<file path="config.mk">
export PLATFORM = sky130hd
export DESIGN_NAME = zle_param
export DESIGN_NICKNAME = d
export VERILOG_FILES = /design/src/rtl/zle_pkg.sv /design/src/rtl/zle_param_dp.sv /design/src/rtl/zle_param.sv
export SDC_FILE = /design/constraint.sdc
export NUM_CORES = 1
export LEC_CHECK = 0
export CORE_ASPECT_RATIO = 1.2
export CORE_UTILIZATION = 55
export DETAILED_ROUTE_END_ITERATION = 6
export PLACE_DENSITY = 0.9
export SYNTH_ARGS = -nofsm -noshare
export SYNTH_HDL_FRONTEND = slang
export SYNTH_SLANG_ARGS = --single-unit
</file>
<file path="constraint.sdc">
create_clock -name clock -period 3.29 [get_ports clock]
set_clock_uncertainty 0.2 [all_clocks]
set_input_delay 0.658 -clock clock [delete_from_list [all_inputs] [get_ports clock]]
set_output_delay 0.658 -clock clock [all_outputs]
set_load 0.02 [all_outputs]
</file>
<file path="src/rtl/zle_pkg.sv">
// Shared definitions for the zero-length encoder: FSM encoding, token field
// constants and the control word passed from the FSM to the datapath.
package zle_pkg;

    localparam logic [1:0] ST_START = 2'd0;
    localparam logic [1:0] ST_ZEROS = 2'd1;
    localparam logic [1:0] ST_PEND  = 2'd2;

    localparam logic LIT_FLAG = 1'b0;
    localparam logic RUN_FLAG = 1'b1;
    // EOS token: payload all-zero, o_e set
    localparam logic EOS_FLAG = 1'b1;

    typedef enum logic [2:0] {
        SRC_LIT,
        SRC_RUN,
        SRC_FULL,
        SRC_EOS,
        SRC_PEND
    } tok_src_e;

    typedef struct packed {
        logic     ld_slot;
        tok_src_e src;
        logic     cnt_clr;
        logic     cnt_inc;
        logic     pend_ld;
    } zle_ctl_t;

    // Run flag sits just above the W-bit literal field
    function automatic int run_bit(input int w);
        return w;
    endfunction

endpackage

</file>
<file path="src/rtl/zle_param_dp.sv">
// Datapath: output slot, run counter, pending token register and the mux
// that builds the next output token.
module zle_param_dp
    import zle_pkg::*;
#(
    parameter int W = 8,
    parameter int C = 4
) (
    input  logic         clock,
    input  logic         reset,
    input  zle_ctl_t     ctl,
    input  logic [W-1:0] i_d,
    input  logic         i_e,
    input  logic         o_b,
    output logic [W:0]   o_d,
    output logic         o_e,
    output logic         o_v,
    output logic         slot_free,
    output logic         is_zero,
    output logic         cnt_last
);

    localparam logic [C-1:0] CNT_ONES = '1;
    localparam logic [C-1:0] CNT_LAST = CNT_ONES - C'(1);

    logic [C-1:0] cnt;
    logic [W-1:0] pend_d;
    logic         pend_e;
    logic [W:0]   nxt_d;
    logic         nxt_e;

    assign slot_free = !o_v || !o_b;
    assign is_zero   = !i_e && (i_d == '0);
    assign cnt_last  = (cnt == CNT_LAST);

    always_comb begin
        nxt_d = '0;
        nxt_e = 1'b0;
        case (ctl.src)
            SRC_LIT:  nxt_d = {LIT_FLAG, i_d};
            SRC_RUN: begin
                nxt_d[run_bit(W)] = RUN_FLAG;
                nxt_d[C-1:0]      = cnt;
            end
            SRC_FULL: begin
                nxt_d[run_bit(W)] = RUN_FLAG;
                nxt_d[C-1:0]      = CNT_ONES;
            end
            SRC_EOS:  nxt_e = EOS_FLAG;
            SRC_PEND: begin
                // pending holds either a nonzero literal or an EOS
                if (pend_e) nxt_e = EOS_FLAG;
                else        nxt_d = {LIT_FLAG, pend_d};
            end
            default: ;
        endcase
    end

    always_ff @(posedge clock or negedge reset) begin
        if (!reset) begin
            o_v <= 1'b0;
            o_e <= 1'b0;
            o_d <= '0;
        end else if (ctl.ld_slot) begin
            o_v <= 1'b1;
            o_e <= nxt_e;
            o_d <= nxt_d;
        end else if (o_v && !o_b) begin
            o_v <= 1'b0;
        end
    end

    always_ff @(posedge clock or negedge reset) begin
        if (!reset)           cnt <= '0;
        else if (ctl.cnt_clr) cnt <= '0;
        else if (ctl.cnt_inc) cnt <= cnt + C'(1);
    end

    always_ff @(posedge clock or negedge reset) begin
        if (!reset) begin
            pend_d <= '0;
            pend_e <= 1'b0;
        end else if (ctl.pend_ld) begin
            pend_d <= i_d;
            pend_e <= i_e;
        end
    end

endmodule

</file>
<file path="src/rtl/zle_param.sv">
// Zero-length encoder top: collapses runs of zero literals into run tokens.
// Control FSM lives here; storage and token formatting live in zle_param_dp.
module zle_param
    import zle_pkg::*;
#(
    parameter int W = 8,
    parameter int C = 4
) (
    input  logic         clock,
    input  logic         reset,
    input  logic [W-1:0] i_d,
    input  logic         i_e,
    input  logic         i_v,
    output logic         i_b,
    output logic [W:0]   o_d,
    output logic         o_e,
    output logic         o_v,
    input  logic         o_b
);

    logic [1:0] state, state_nxt;
    zle_ctl_t   ctl;
    logic       slot_free, is_zero, cnt_last, accept;

    // Busy follows o_b combinationally so a stalled slot back-pressures input
    assign i_b    = !reset || (state == ST_PEND) || !slot_free;
    assign accept = i_v && !i_b;

    always_comb begin
        ctl       = '0;
        ctl.src   = SRC_LIT;
        state_nxt = state;
        case (state)
            ST_START: if (accept) begin
                if (i_e) begin
                    ctl.ld_slot = 1'b1;
                    ctl.src     = SRC_EOS;
                end else if (is_zero) begin
                    ctl.cnt_clr = 1'b1;
                    state_nxt   = ST_ZEROS;
                end else begin
                    ctl.ld_slot = 1'b1;
                end
            end
            ST_ZEROS: if (accept) begin
                if (is_zero && cnt_last) begin
                    ctl.ld_slot = 1'b1;
                    ctl.src     = SRC_FULL;
                    state_nxt   = ST_START;
                end else if (is_zero) begin
                    ctl.cnt_inc = 1'b1;
                end else begin
                    ctl.ld_slot = 1'b1;
                    ctl.src     = SRC_RUN;
                    ctl.pend_ld = 1'b1;
                    state_nxt   = ST_PEND;
                end
            end
            ST_PEND: if (slot_free) begin
                ctl.ld_slot = 1'b1;
                ctl.src     = SRC_PEND;
                state_nxt   = ST_START;
            end
            default: state_nxt = ST_START;
        endcase
    end

    always_ff @(posedge clock or negedge reset) begin
        if (!reset) state <= ST_START;
        else        state <= state_nxt;
    end

    zle_param_dp #(.W(W), .C(C)) u_dp (
        .clock     (clock),
        .reset     (reset),
        .ctl       (ctl),
        .i_d       (i_d),
        .i_e       (i_e),
        .o_b       (o_b),
        .o_d       (o_d),
        .o_e       (o_e),
        .o_v       (o_v),
        .slot_free (slot_free),
        .is_zero   (is_zero),
        .cnt_last  (cnt_last)
    );

endmodule

</file>
==> results of run 1 <==
## worst min-delay path, stage by stage (launching register included)
cell     delay, ns
dfrtp_1       0.37
nand2_1       0.05
nand2_1       0.05
## cells by family after synthesis
kind of cell	share of synthesized area [%]
and+or+nand+nor	20.2
DFF	49.2
muxes	6.81
adders and majority gates	1.89
buffers and inverters	2.37
AOI/OAI and AO/OA	19.6
## flip-flops by register name, summed over array words and instances, names as in the netlist
| signal | cells |
|---|---|
| u_dp.o_d | 9 |
| u_dp.pend_d | 8 |
| u_dp.cnt | 4 |
| state | 2 |
| u_dp.o_e | 1 |
| u_dp.o_v | 1 |
| u_dp.pend_e | 1 |
## cell type report
cell class | count | area [um2]
clock buffer | 3 | 22.5
clock inverter | 1 | 30.0
fill | 171 | 637
inverter | 2 | 7.51
multi-input combinational | 96 | 641
sequential | 26 | 651
tap | 31 | 38.8
timing repair buffer | 26 | 255
## power groups by stage
stage | combinational (W) | clock (W) | sequential [W]
finish | 0.000135 | 0.000218 | 0.000352
global route | 0.000145 | 0.000232 | 0.000354
CTS | 0.000136 | 0.000221 | 0.000352
detailed placement | 0.000136 | 0 | 0.000358
global placement | 0.000133 | 0 | 0.000356
floorplan | 0.0000373 | 0 | 0.000380
## worst min-delay path by stage
stage,slack [ns],from,to
after global placement,0.25,u_dp.o_d[4],u_dp.o_d[4]
after detailed placement,0.26,u_dp.o_d[6],u_dp.o_d[6]
after floorplan,0.16,reset,state[0]
after CTS,0.30,u_dp.o_d[4],u_dp.o_d[4]
final,0.29,u_dp.o_d[4],u_dp.o_d[4]
after global routing,0.32,u_dp.o_d[6],u_dp.o_d[6]
## routing by layer
layer | up-vias | global-route usage (%) | part of all wire (%)
met5 | - | 0 | 0
met1 | 561 | 35.1 | 39
met4 | 0 | 10.6 | 2.2
met2 | 53 | 42.9 | 53
li1 | 529 | - | -
met3 | 11 | 2.60 | 5.3
## stage by stage
| step | hold slack (ns) | util (%) | std cells |
|---|---|---|---|
| 2_1_floorplan | 0.162 | - | 128 |
| 3_3_place_gp | 0.254 | 69.8 | 181 |
| 3_5_place_dp | 0.262 | 69.8 | 181 |
| 4_1_cts | 0.295 | 72.1 | 185 |
| 5_1_grt | 0.319 | 72.1 | 185 |
| 6_report | 0.286 | 72.1 | 185 |
## layout by cell type (no fill, tap or decap), drive strengths merged, types with 2 or more instances in the layout
| cell | synthesis | final |
|---|---|---|
| dfrtp | 26 | 26 |
| clkdlybuf4s50 | 0 | 24 |
| nand2 | 19 | 19 |
| a21oi | 9 | 9 |
| mux2 | 8 | 8 |
| o21ai | 8 | 8 |
| nor2 | 7 | 7 |
| nand3 | 6 | 6 |
| a22oi | 4 | 4 |
| and3 | 3 | 3 |
| clkbuf | 2 | 3 |
| nor4 | 3 | 3 |
| nor3 | 3 | 3 |
| nand2b | 2 | 2 |
| inv | 2 | 2 |
| and2 | 2 | 2 |
| a2bb2oi | 2 | 2 |
| a21o | 2 | 2 |
| a22o | 2 | 2 |
| a222oi | 2 | 2 |
| a221oi | 2 | 2 |
| ha | 2 | 2 |
| buf | 2 | 2 |
==> summary.md, run 1 <==
| Metric | Value |
|---|---|
| Chip width | roughly 47 um |
| Cell variety after synth | 38 |
| Post-CTS Repair Setup Buffers | 0 |
| Antenna violations before repair | 0 |
| Routed via count | ~1200 |
| Critical path, cell by cell | nand2b_1 -> nand3_1 -> clkdlybuf4s50_1 |
| Cell count after synthesis | around 130 |
| Synth warnings | 0 |
| Fmax achieved | 357 MHz |
| HPWL Detailed | about 2.3 mm |
| Clk buf depth | 2 |
| GRT Total Usage | 26.4% |
| Synth Flop Type | dfrtp_1 |
| Skew-Pair Late Insertion Delay | 0.32 ns |
| Max stage delay on crit path | a little over 0.6 ns |
| Main area contributors after synthesis | dfrtp_1 (49%), mux2_2 (6.8%), nand2_1 (5.4%) |
| Final WS setup | around 0.49 ns |
| P_sw | between 0.00015 and 0.0002 W |
| Area leader, netlist | dfrtp_1 |
| Tot Pwr | between 0.0007 and 0.0008 W |
| Full die area | about 0.0026 mm2 |
| Least-Margin Pin Slew | roughly 0.54 ns |
| Synth Net Count | 143 |
| Buf+Inv Stages, Crit Path | 1 |
| Post-route clock period utilization | a little under nine tenths |
| Synthesis-to-finish area growth | 24.4% |
| Number of global-route vias before repair | 1132 |
| Worst hold path depth | 2 |
| Site Rows | 19 |
| Headroom to the max-slew limit | 63.9% |
| IO buf count | 24 |
| Clock Pin Slew Worst Setup and Hold Paths | 0.14 ns |
| CTS tree | done |
| DR vias/cell | just over 6 |
| Top-count cell post-synth | dfrtp_1 |
| Critical Path AT | roughly 2.0 ns |
| Run status | finished, final reports clean |
| Unrepaired setup endpoints after global routing | no |
| Clk pwr share | a little under a third |
| First-pass GRT wire length | between 5 and 6 mm |
| Critical path origin | state[0] |
| Die height | 55.7 um |
| Slowest cell on the critical path | clkdlybuf4s50_1 |
| Top delay family on crit path | buffers and inverters |
| DP Area | ~0.0016 mm2 |
| H-tree depth | 1 |
| Wire per inst | 16.3 um |
| First DRT Iteration DRCs | 68 |
| FF-to-FF setup slack | about 1.1 ns |
| Syn avg cell area | about 10 um2 |
| Clk sinks | 26 |
| Crit. End Element | output port |
| Maxcap violations | 0 |
| Mapped Area | 0.00132 mm2 |
| Max Slew Vio Count | 0 |
| Post-route cell area | 0.00165 mm2 |
| DR pass1 iterations | 5 |
| Post-synth ARST share | 100% |
| Pre-CTS setup slack | 0.465 ns |
| R2r startpoint | u_dp.cnt[0] |
| Min Tclk post-route | around 2.8 ns |
| CP Class | flip-flop to output port |
| Largest net degree at the start of global routing | 20 |
| DRT antenna net count | 0 |
| Hold Fails Final Rpt | 0 |
| Core area | roughly 0.0023 mm2 |
| Gp weighted congestion | between 0.9 and 1 |
| Flop pwr share | 49.9% |
| Setup TNS | 0 ns |
| Hold Crit Class | flip-flop to flip-flop |
| R2R depth | 7 |
| Comb pwr share | around a fifth |
| Finish-stage setup viols | 0 |
| ANT cells | 0 |
| Leakage power | 0.754 nW |
| TritonCTS buffer count | 3 |
| Crit Path Max Fanout | 16 |
| Total grt overflow | 0 |
| Root Buffer | clkbuf_4 |
| Number of synthesized flops with an enable pin | 0 |
| Maximum vdd ir drop | between 400 and 500 uV |
| PwrDens | ~430 mW/mm2 |
| Reg2reg end | u_dp.o_d[2] |
| # nets final | 170 |
| Internal | ~0.00053 W |
| DRC Markers | 0 |
| Sw frac | between 20% and 30% |
| CP startpoint kind | flip-flop |
| Worst EP required | ~2.4 ns |
| Critical Path Stages | 3 |
| Layout cell share with drive strength beyond 1 | 13.6% |
| CP endpoint | i_b |
| Initial core utilization | between 50% and 60% |
| CTS resizes | 0 |
| Top-area cell type share of the netlist area | 49.2% |
| # hold bufs at CTS | 0 |
| Seq cells post-synth | 26 |
| Register area share after synthesis | around half |
| Final WL | around 3.0 mm |
| # IOs | 25 |
| Top post-synthesis cells by count | dfrtp_1 (26), nand2_1 (19), a21oi_1 (9) |
(Power assumes the default switching activity.)
==> run 2: changes to the inputs <==
PLACE_DENSITY = default   (was 0.9)
PLACE_DENSITY_LB_ADDON = 0.1   (was default)
==> summary.md, run 2 (synthesis gave the netlist of run 1 again) <==
| Metric | Value |
|---|---|
| Run status | finished, final reports clean |
| Least-Margin Pin Slew | 0.594 ns (+0.0553 ns) |
| Setup TNS | 0 ns (unchanged) |
| Critical path origin | state[0] |
| Sw frac | 27.2% (+2.0 points) |
| Largest net degree at the start of global routing | 17 (-15%) |
| Fmax achieved | 359 MHz (+0.72%) |
| HPWL Detailed | 2.18 mm (-5.2%) |
| CP Class | flip-flop to output port |
| Unrepaired setup endpoints after global routing | no |
| Full die area | 0.00261 mm2 (unchanged) |
| Antenna violations before repair | 0 (unchanged) |
| Clk pwr share | 21.2% (-9.8 points) |
| R2r startpoint | u_dp.cnt[0] |
| Clk sinks | 26 (unchanged) |
| ANT cells | 0 (unchanged) |
| First DRT Iteration DRCs | 31 (-54%) |
| Layout cell share with drive strength beyond 1 | 13.1% (-0.56 points) |
| Internal | 0.000447 W (-15%) |
| First-pass GRT wire length | 4.72 mm (-7.2%) |
| Hold Fails Final Rpt | 0 (unchanged) |
| Number of global-route vias before repair | 1085 (-4.2%) |
| CTS tree | done |
| Hold Crit Class | flip-flop to flip-flop |
| Synthesis-to-finish area growth | 22.1% |
| P_sw | 0.000167 W (-6.2%) |
| TritonCTS buffer count | 3 (unchanged) |
| Comb pwr share | 21.7% (+2.5 points) |
| IO buf count | 24 (unchanged) |
| Initial core utilization | 57.9% (unchanged) |
| # hold bufs at CTS | 0 (unchanged) |
| CTS resizes | 0 (unchanged) |
| Max Slew Vio Count | 0 (unchanged) |
| Crit Path Max Fanout | 16 (unchanged) |
| Tot Pwr | 0.000614 W (-13%) |
| Routed via count | 1085 (-6.0%) |
| Pre-CTS setup slack | 0.493 ns (+0.0274 ns) |
| Maxcap violations | 0 (unchanged) |
| DR pass1 iterations | 4 (-1) |
| Core area | 0.00228 mm2 (unchanged) |
| Crit. End Element | output port |
| Clock Pin Slew Worst Setup and Hold Paths | 0.12 ns (-0.02 ns) |
| Wire per inst | 15.1 um (-7.2%) |
| Leakage power | 0.739 nW (-1.9%) |
| FF-to-FF setup slack | 1.18 ns (+0.04 ns) |
| Total grt overflow | 0 (unchanged) |
| Skew-Pair Late Insertion Delay | 0.31 ns (about the same) |
| Min Tclk post-route | 2.78 ns (-0.0199 ns) |
| Largest registers | u_dp.o_d x9, u_dp.pend_d x8, u_dp.cnt x4 |
| Flop pwr share | 57.1% (+7.2 points) |
| Final WS setup | 0.506 ns (+0.0199 ns) |
| DRT antenna net count | 0 (unchanged) |
| DR vias/cell | 5.90 (-5.5%) |
| Worst EP required | 2.43 ns (about the same) |
| Site Rows | 19 (unchanged) |
| Post-route cell area | 0.00162 mm2 (-1.8%) |
| Largest register by flop count | u_dp.o_d |
| Finish-stage setup viols | 0 (unchanged) |
| Die height | 55.7 um (unchanged) |
| # IOs | 25 (unchanged) |
| PwrDens | 380 mW/mm2 (-11%) |
| Commonest non-fill, non-tap cell in the layout | dfrtp_1 |
| Non-filler cells, final | 184 (-0.54%) |
| Clk buf depth | 2 (unchanged) |
| # nets final | 170 (unchanged) |
| DRC Markers | 0 (unchanged) |
| Maximum vdd ir drop | 388 uV (-9.1%) |
| Final WL | 2.78 mm (-7.7%) |
| H-tree depth | 1 (unchanged) |
| Chip width | 46.8 um (unchanged) |
| Headroom to the max-slew limit | 60.2% (-3.7 points) |
| Critical Path AT | 1.93 ns (-0.02 ns) |
| CP startpoint kind | flip-flop |
| GRT Total Usage | 24.7% (-1.7 points) |
| Most frequent cells in the layout | dfrtp_1 (26), clkdlybuf4s50_1 (24), nand2_1 (19) |
| Post-CTS Repair Setup Buffers | 0 (unchanged) |
| Post-route clock period utilization | 84.6% (-0.61 points) |
| DP Area | 0.00159 mm2 (unchanged) |
| Placed Cells | 181 (unchanged) |
| Root Buffer | clkbuf_4 |
| Gp weighted congestion | 0.826 (-10%) |
| Max reg flops | 9 (unchanged) |
| Hold path start | u_dp.o_d[7] |
-- run 2: final cells by class --
class	count	area, um2
clock buffer	3	22.5
inverter	2	7.51
tap	31	38.8
sequential	26	651
timing repair buffer	26	255
fill	191	667
multi-input combinational	96	641
-- run 2: stage by stage --
stage	hold slack, ns	util [%]
final	0.280	70.8
after global routing	0.305	70.8
after CTS	0.285	70.8
after detailed placement	0.256	69.8
after global placement	0.250	69.8
after floorplan	0.162	-
-- run 2: worst paths after layout --
kind / end / cells past startpoint
worst max-delay path: i_b / 3
worst min-delay path: u_dp.o_d[7] / 2
worst max register to register: state[0] / 6
worst min register to register: u_dp.o_d[7] / 2
max in group asynchronous: state[0] / 2
min in group asynchronous: u_dp.cnt[3] / 2
-- run 2: routing by layer --
layer	vias to the layer above	GRT usage, %	routed length, um
met1	526	32.4	1180
met3	6	1.95	79
met5	-	0	0
met2	26	40.7	1470
met4	0	10.2	51
li1	527	-	-
-- run 2: power groups by stage --
stage / Clock, W / Combinational (W) / Sequential (W)
3_5_place_dp: 0 / 0.000134 / 0.000357
5_1_grt: 0.000150 / 0.000144 / 0.000353
6_report: 0.000130 / 0.000133 / 0.000350
2_1_floorplan: 0 / 0.0000373 / 0.000380
4_1_cts: 0.000135 / 0.000134 / 0.000351
3_3_place_gp: 0 / 0.000133 / 0.000356
-- run 2: worst max-delay path, stage by stage, from the launching register on --
cell and delay [ns]:
dfrtp_1 0.57, nand2b_1 0.32, nand3_1 0.13, clkdlybuf4s50_1 0.60
==> run 3: changes to the inputs <==
CORE_UTILIZATION = 46   (was 55)
clock period = 2.5 ns   (was 3.29 ns; I/O delays follow)
==> summary.md, run 3 (synthesis gave the netlist of run 1 again) <==
| Metric | Value |
|---|---|
| Worst EP required | 2.52 ns (+0.09 ns) |
| Max Slew Vio Count | 0 (unchanged) |
| Run status | finished, final reports clean |
| Largest registers | u_dp.o_d x9, u_dp.pend_d x8, u_dp.cnt x4 |
| CP startpoint kind | input port |
| Total grt overflow | 0 (unchanged) |
| Antenna violations before repair | 0 (unchanged) |
| Final WL | 3.03 mm (+9.2%) |
| R2r startpoint | u_dp.cnt[0] |
| Max reg flops | 9 (unchanged) |
| Layout cell share with drive strength beyond 1 | 21.9% (+8.8 points) |
| Critical Path AT | 2.28 ns (+0.35 ns) |
| Site Rows | 20 (+1) |
| PwrDens | 497 mW/mm2 (+31%) |
| Largest register by flop count | u_dp.o_d |
| First DRT Iteration DRCs | 52 (+68%) |
| DR WL met2 | 1.51 mm (+2.8%) |
| HPWL Detailed | 2.30 mm (+5.8%) |
| DRC Markers | 0 (unchanged) |
| Hold Fails Final Rpt | 0 (unchanged) |
| Area of the multi-input gates | 641 um2 (unchanged) |
| Finish-stage setup viols | 0 (unchanged) |
| Max Used Layer | met4 |
| # hold bufs at CTS | 0 (unchanged) |
| Clock Pin Slew Worst Setup and Hold Paths | 0.14 ns (+0.02 ns) |
| IO buf count | 24 (unchanged) |
| CP Class | input port to flip-flop |
| DR vias/cell | 5.78 (-2.0%) |
| Met1 WL | 1.33 mm (+13%) |
| CTS tree | done |
| First-pass GRT wire length | 5.11 mm (+8.2%) |
| Fmax achieved | 442 MHz |
| Storage element area | 652 um2 (+0.19%) |
| Commonest non-fill, non-tap cell in the layout | dfrtp_1 |
| Max stage delay on crit path | 0.52 ns (-0.08 ns) |
| Maximum vdd ir drop | 320 uV (-17%) |
| Synthesis-to-finish area growth | 32.2% |
| Number of global-route vias before repair | 1133 (+4.4%) |
| Wire per inst | 15.0 um (-0.55%) |
| Core area | 0.00263 mm2 (+15%) |
| GRT Total Usage | 22.7% (-2.0 points) |
| Met3 wire len | 147 um (+86%) |
| DRT antenna net count | 0 (unchanged) |
| Initial core utilization | 50.3% (-7.6 points) |
| Slowest cell on the critical path | clkdlybuf4s50_1 |
| Crit. End Element | flip-flop |
| Final Util | 66.5% (-4.3 points) |
| Gp weighted congestion | 0.895 (+8.3%) |
| # IOs | 25 (unchanged) |
| FF-to-FF setup slack | 0.39 ns (-0.79 ns) |
| Most frequent cells in the layout | dfrtp_1 (25), clkdlybuf4s50_1 (23), nand2_1 (19) |
| Clk sinks | 26 (unchanged) |
| R2R depth | 6 (unchanged) |
| H-tree depth | 1 (unchanged) |
| Post-route clock period utilization | ~90% |
| # nets final | 185 (+8.8%) |
| Root Buffer | clkbuf_4 |
| Min Tclk post-route | 2.26 ns |
| Chip width | 50.9 um (+8.9%) |
| Critical path, cell by cell | clkdlybuf4s50_1 -> a21bo_2 -> nor4_1 -> o2bb2ai_1 -> a222oi_1 -> a21oi_1 |
| Leakage power | 0.826 nW (+12%) |
| Largest net degree at the start of global routing | 16 (-1) |
| Skew-Pair Late Insertion Delay | 0.33 ns (+0.02 ns) |
| Unrepaired setup endpoints after global routing | no |
| # fillers | 219 (+15%) |
| Routed via count | 1167 (+7.6%) |
| Least-Margin Pin Slew | 0.430 ns (-0.164 ns) |
| TritonCTS buffer count | 3 (unchanged) |
| Reg2reg end | state[0] |
| Clk buf depth | 2 (unchanged) |
| Headroom to the max-slew limit | 71.1% (+11 points) |
| Maxcap violations | 0 (unchanged) |
| DR pass1 iterations | 4 (unchanged) |
| Full die area | 0.00309 mm2 (+19%) |
| Hold Crit Class | input port to async pin |
| WHS | 0.281 ns (+0.000438 ns) |
| Crit Path Max Fanout | 6 (-10) |
| Die height | 60.7 um (+9.0%) |
| ANT cells | 0 (unchanged) |
==> run 3: cell count changes in the layout (fill, tap and decap cells not counted), sizes merged <==
| cell | change |
|---|---|
| clkbuf | +1 |
| clkdlybuf4s50 | -1 |
| dlymetal6s2s | +1 |
| buf | +15 |
==> run 3: where the power goes <==
group / switching [W] / total [W] / internal [W]
registers: 0.0000152 / 0.000462 / 0.000447
clock network: 0.000128 / 0.000217 / 0.0000892
logic: 0.0000950 / 0.000189 / 0.0000944
total: 0.000238 / 0.000869 / 0.000631
==> run 3: area by class of cell <==
class / instances / area share, %
Clock buffer: 4 / 2.08
Inverter: 2 / 0.429
Tap cell: 33 / 2.36
Sequential cell: 26 / 37.3
Timing Repair Buffer: 41 / 21.2
Multi-Input combinational cell: 96 / 36.6
==> run 3: how the worst max path moves through the flow <==
stage	to	start	cells past startpoint	slack [ns]
after floorplan	state[0]	u_dp.cnt[0]	7	0.52
after global placement	u_dp.o_d[2]	reset	6	-0.06
after detailed placement	u_dp.o_d[2]	reset	6	-0.10
after CTS	i_b	reset	4	0.005
after global routing	u_dp.o_d[2]	reset	6	0.14
final	u_dp.o_d[2]	reset	6	0.24
==> run 3: metal layers <==
layer / global-route usage, % / vias up
li1: - / 557
met1: 28.3 / 566
met2: 38.7 / 39
met3: 3.26 / 5
met4: 11.1 / 0
met5: 0 / -
==> run 3: repair_timing <==
action / CTS / global route
endpoints found under the setup margin: 0 / 1
gates resized for setup: 0 / 2
setup buffers: 0 / 0
==> run 3: critical path: cells and delay by family <==
kind / cells / cell delay (ns)
simple gates: 1 / 0.40
compound gates: 4 / 0.86
buf+inv: 1 / 0.52
==> run 3: per-stage QoR <==
| stage | cells | area [um2] | setup slack [ns] | power, W | TNS, ns |
|---|---|---|---|---|---|
| floorplan | 128 | 1320 | 0.525 | 0.000549 | 0 |
| global placement | 198 | 1710 | -0.0611 | 0.000657 | -0.0611 |
| detailed placement | 198 | 1710 | -0.100 | 0.000661 | -0.128 |
| CTS | 202 | 1740 | 0.00515 | 0.000877 | 0 |
| global route | 202 | 1750 | 0.137 | 0.000908 | 0 |
| finish | 202 | 1750 | 0.240 | 0.000869 | 0 |
==> RTL change (config.mk and constraints of run 3) <==
Put a register stage on the output `o_v`, cleared by the reset. The value now appears one clock later. The other outputs are not delayed to match.
--- a/src/rtl/zle_param.sv
+++ b/src/rtl/zle_param.sv
@@ -18,4 +18,6 @@
     input  logic         o_b
 );
+
+    logic o_v_d;
 
     logic [1:0] state, state_nxt;
@@ -80,5 +82,5 @@
         .o_d       (o_d),
         .o_e       (o_e),
-        .o_v       (o_v),
+        .o_v       (o_v_d),
         .slot_free (slot_free),
         .is_zero   (is_zero),
@@ -86,4 +88,12 @@
     );
 
+    always_ff @(posedge clock or negedge reset) begin
+        if (!reset) begin
+            o_v <= '0;
+        end else begin
+            o_v <= o_v_d;
+        end
+    end
+
 endmodule
 
Formal check against the unedited RTL: not equivalent (a bounded check fails within 4 cycles, from zero or initial values and one cycle with reset low).
==> RTL change against run 3 <==
  * Global-route usage increased by 1.2 points
  * Wire length up 12%
  * Area after synthesis up 7.0%
  * Critical path depth grew 2
  * Sequential cell count is 1 higher
  * Power is 0.64% higher
  * Cell area increased by 6.0%
  * Worst setup slack better by 0.026 ns
  * First-iteration DRC count decreased by 17%
  * Critical path type is now reg2reg
  * Largest power group unchanged
  * Highest routed layer unchanged
==> RTL change: results (changes against run 3) <==
| Metric | Value |
|---|---|
| Switching pwr | `247 uW (+4.0%)` |
| Delay-heaviest family, CP | `simple AND/OR/NAND/NOR gates` |
| Tightest Hold Check Type | `reg2reg` |
| Fraction of area in multi-input gates | `0.375 (+0.00892)` |
| Non-CTS buffers | `45 (+9.8%)` |
| Fillcell total | `246 (+12%)` |
| Commonest cells in the netlist | `27 x dfrtp_1, 22 x nand2_1, 7 x a22oi_1, 7 x nor2_1, 7 x o21ai_1` |
| Starting DRT DRC Count | `43 (-17%)` |
| Vias in the first global route | `1256 (+11%)` |
| Outcome | `finished, final reports clean` |
| Clock buffers | `3 (-1)` |
| #MultiIn Comb | `101 (+5.2%)` |
| Slowest-stage cell, CP | `dfrtp_1` |
| Detail Placement HPWL | `2540 um (+10%)` |
| Via count | `1210 (+3.7%)` |
| Nonclk inv count | `3 (+1)` |
| Non-clk buf share | `0.216 (+0.00419)` |
| Maximum fanout along the worst path | `7 (+1)` |
| Dpl cell area | `1820 sq um (+6.7%)` |
| Dominant cells by area after synthesis | `dfrtp_1 48%, nand2_1 5.8%, a22oi_1 3.7%` |
| Register area share after synthesis | `0.477 (-0.0145)` |
| Nets | `196 (+5.9%)` |
| Tapcells | `34 (+3.0%)` |
| Share of post-route cells with drive strength above 1 | `0.222 (+0.00329)` |
| Seq cells | `27 (+3.8%)` |
| First-pass GRT wire length | `5870 um (+15%)` |
| Final RePlAce weighted congestion | `0.853 (-4.7%)` |
| Syn_nets | `151 (+5.6%)` |
| Post-synth cell types | `43 (+13%)` |
| ClkCell Share | `0.0149 (-0.00590)` |
| M2 GR Usage | `0.397 (+0.00993)` |
-- RTL change: changes by cell type after synthesis, sizes merged, moves of 3 or more --
cell   before  now
a21oi       9    4
o21ai       8   11
nand2      19   22
a22oi       4    7
-- RTL change: power groups by stage --
stage / clock, uW / combinational, uW / sequential [uW]
after floorplan: 0 / 53.6 / 520
after global placement: 0 / 202 / 489
after detailed placement: 0 / 205 / 491
after CTS: 196 / 205 / 482
after global routing: 210 / 218 / 487
final: 191 / 202 / 482
-- RTL change: metal layers --
layer | routed length [um] | vias up
li1 | - | 596
met1 | 1570 | 588
met2 | 1690 | 22
met3 | 87 | 4
met4 | 42 | 0
met5 | 0 | -
-- RTL change: final timing paths --
kind	startpoint	to	slack [ns]	cells after the start
worst min-delay path	u_dp.o_v	o_v	0.23	0
min in group asynchronous	reset	u_dp.o_e	0.35	2
max in group asynchronous	reset	u_dp.o_d[6]	1.54	2
worst max-delay path	u_dp.cnt[0]	u_dp.o_d[3]	0.27	8
worst max register to register	u_dp.cnt[0]	u_dp.o_d[3]	0.27	8
worst min register to register	u_dp.o_v	o_v	0.23	0
-- RTL change: cell families (layout without fill, tap and decap cells) --
kind of cell               Yosys count  after routing  synth area share
muxes                                6              6            0.0477
buffers and inverters                8             52            0.0309
DFF                                 27             27             0.477
AOI/OAI and AO/OA                   37             37             0.207
adders and majority gates            2              2            0.0177
and+or+nand+nor                     56             56             0.219
-- RTL change: stage by stage --
stage / setup WS, ns / hold slack [ns] / instances / util
final: 0.266 / 0.230 / 214 / 0.647
after global routing: 0.0774 / 0.256 / 214 / 0.647
after CTS: 0.0283 / 0.231 / 214 / 0.646
after floorplan: 0.457 / 0.00441 / 136 / -
after global placement: 0.0114 / 0.181 / 210 / 0.637
after detailed placement: 0.00644 / 0.196 / 210 / 0.637
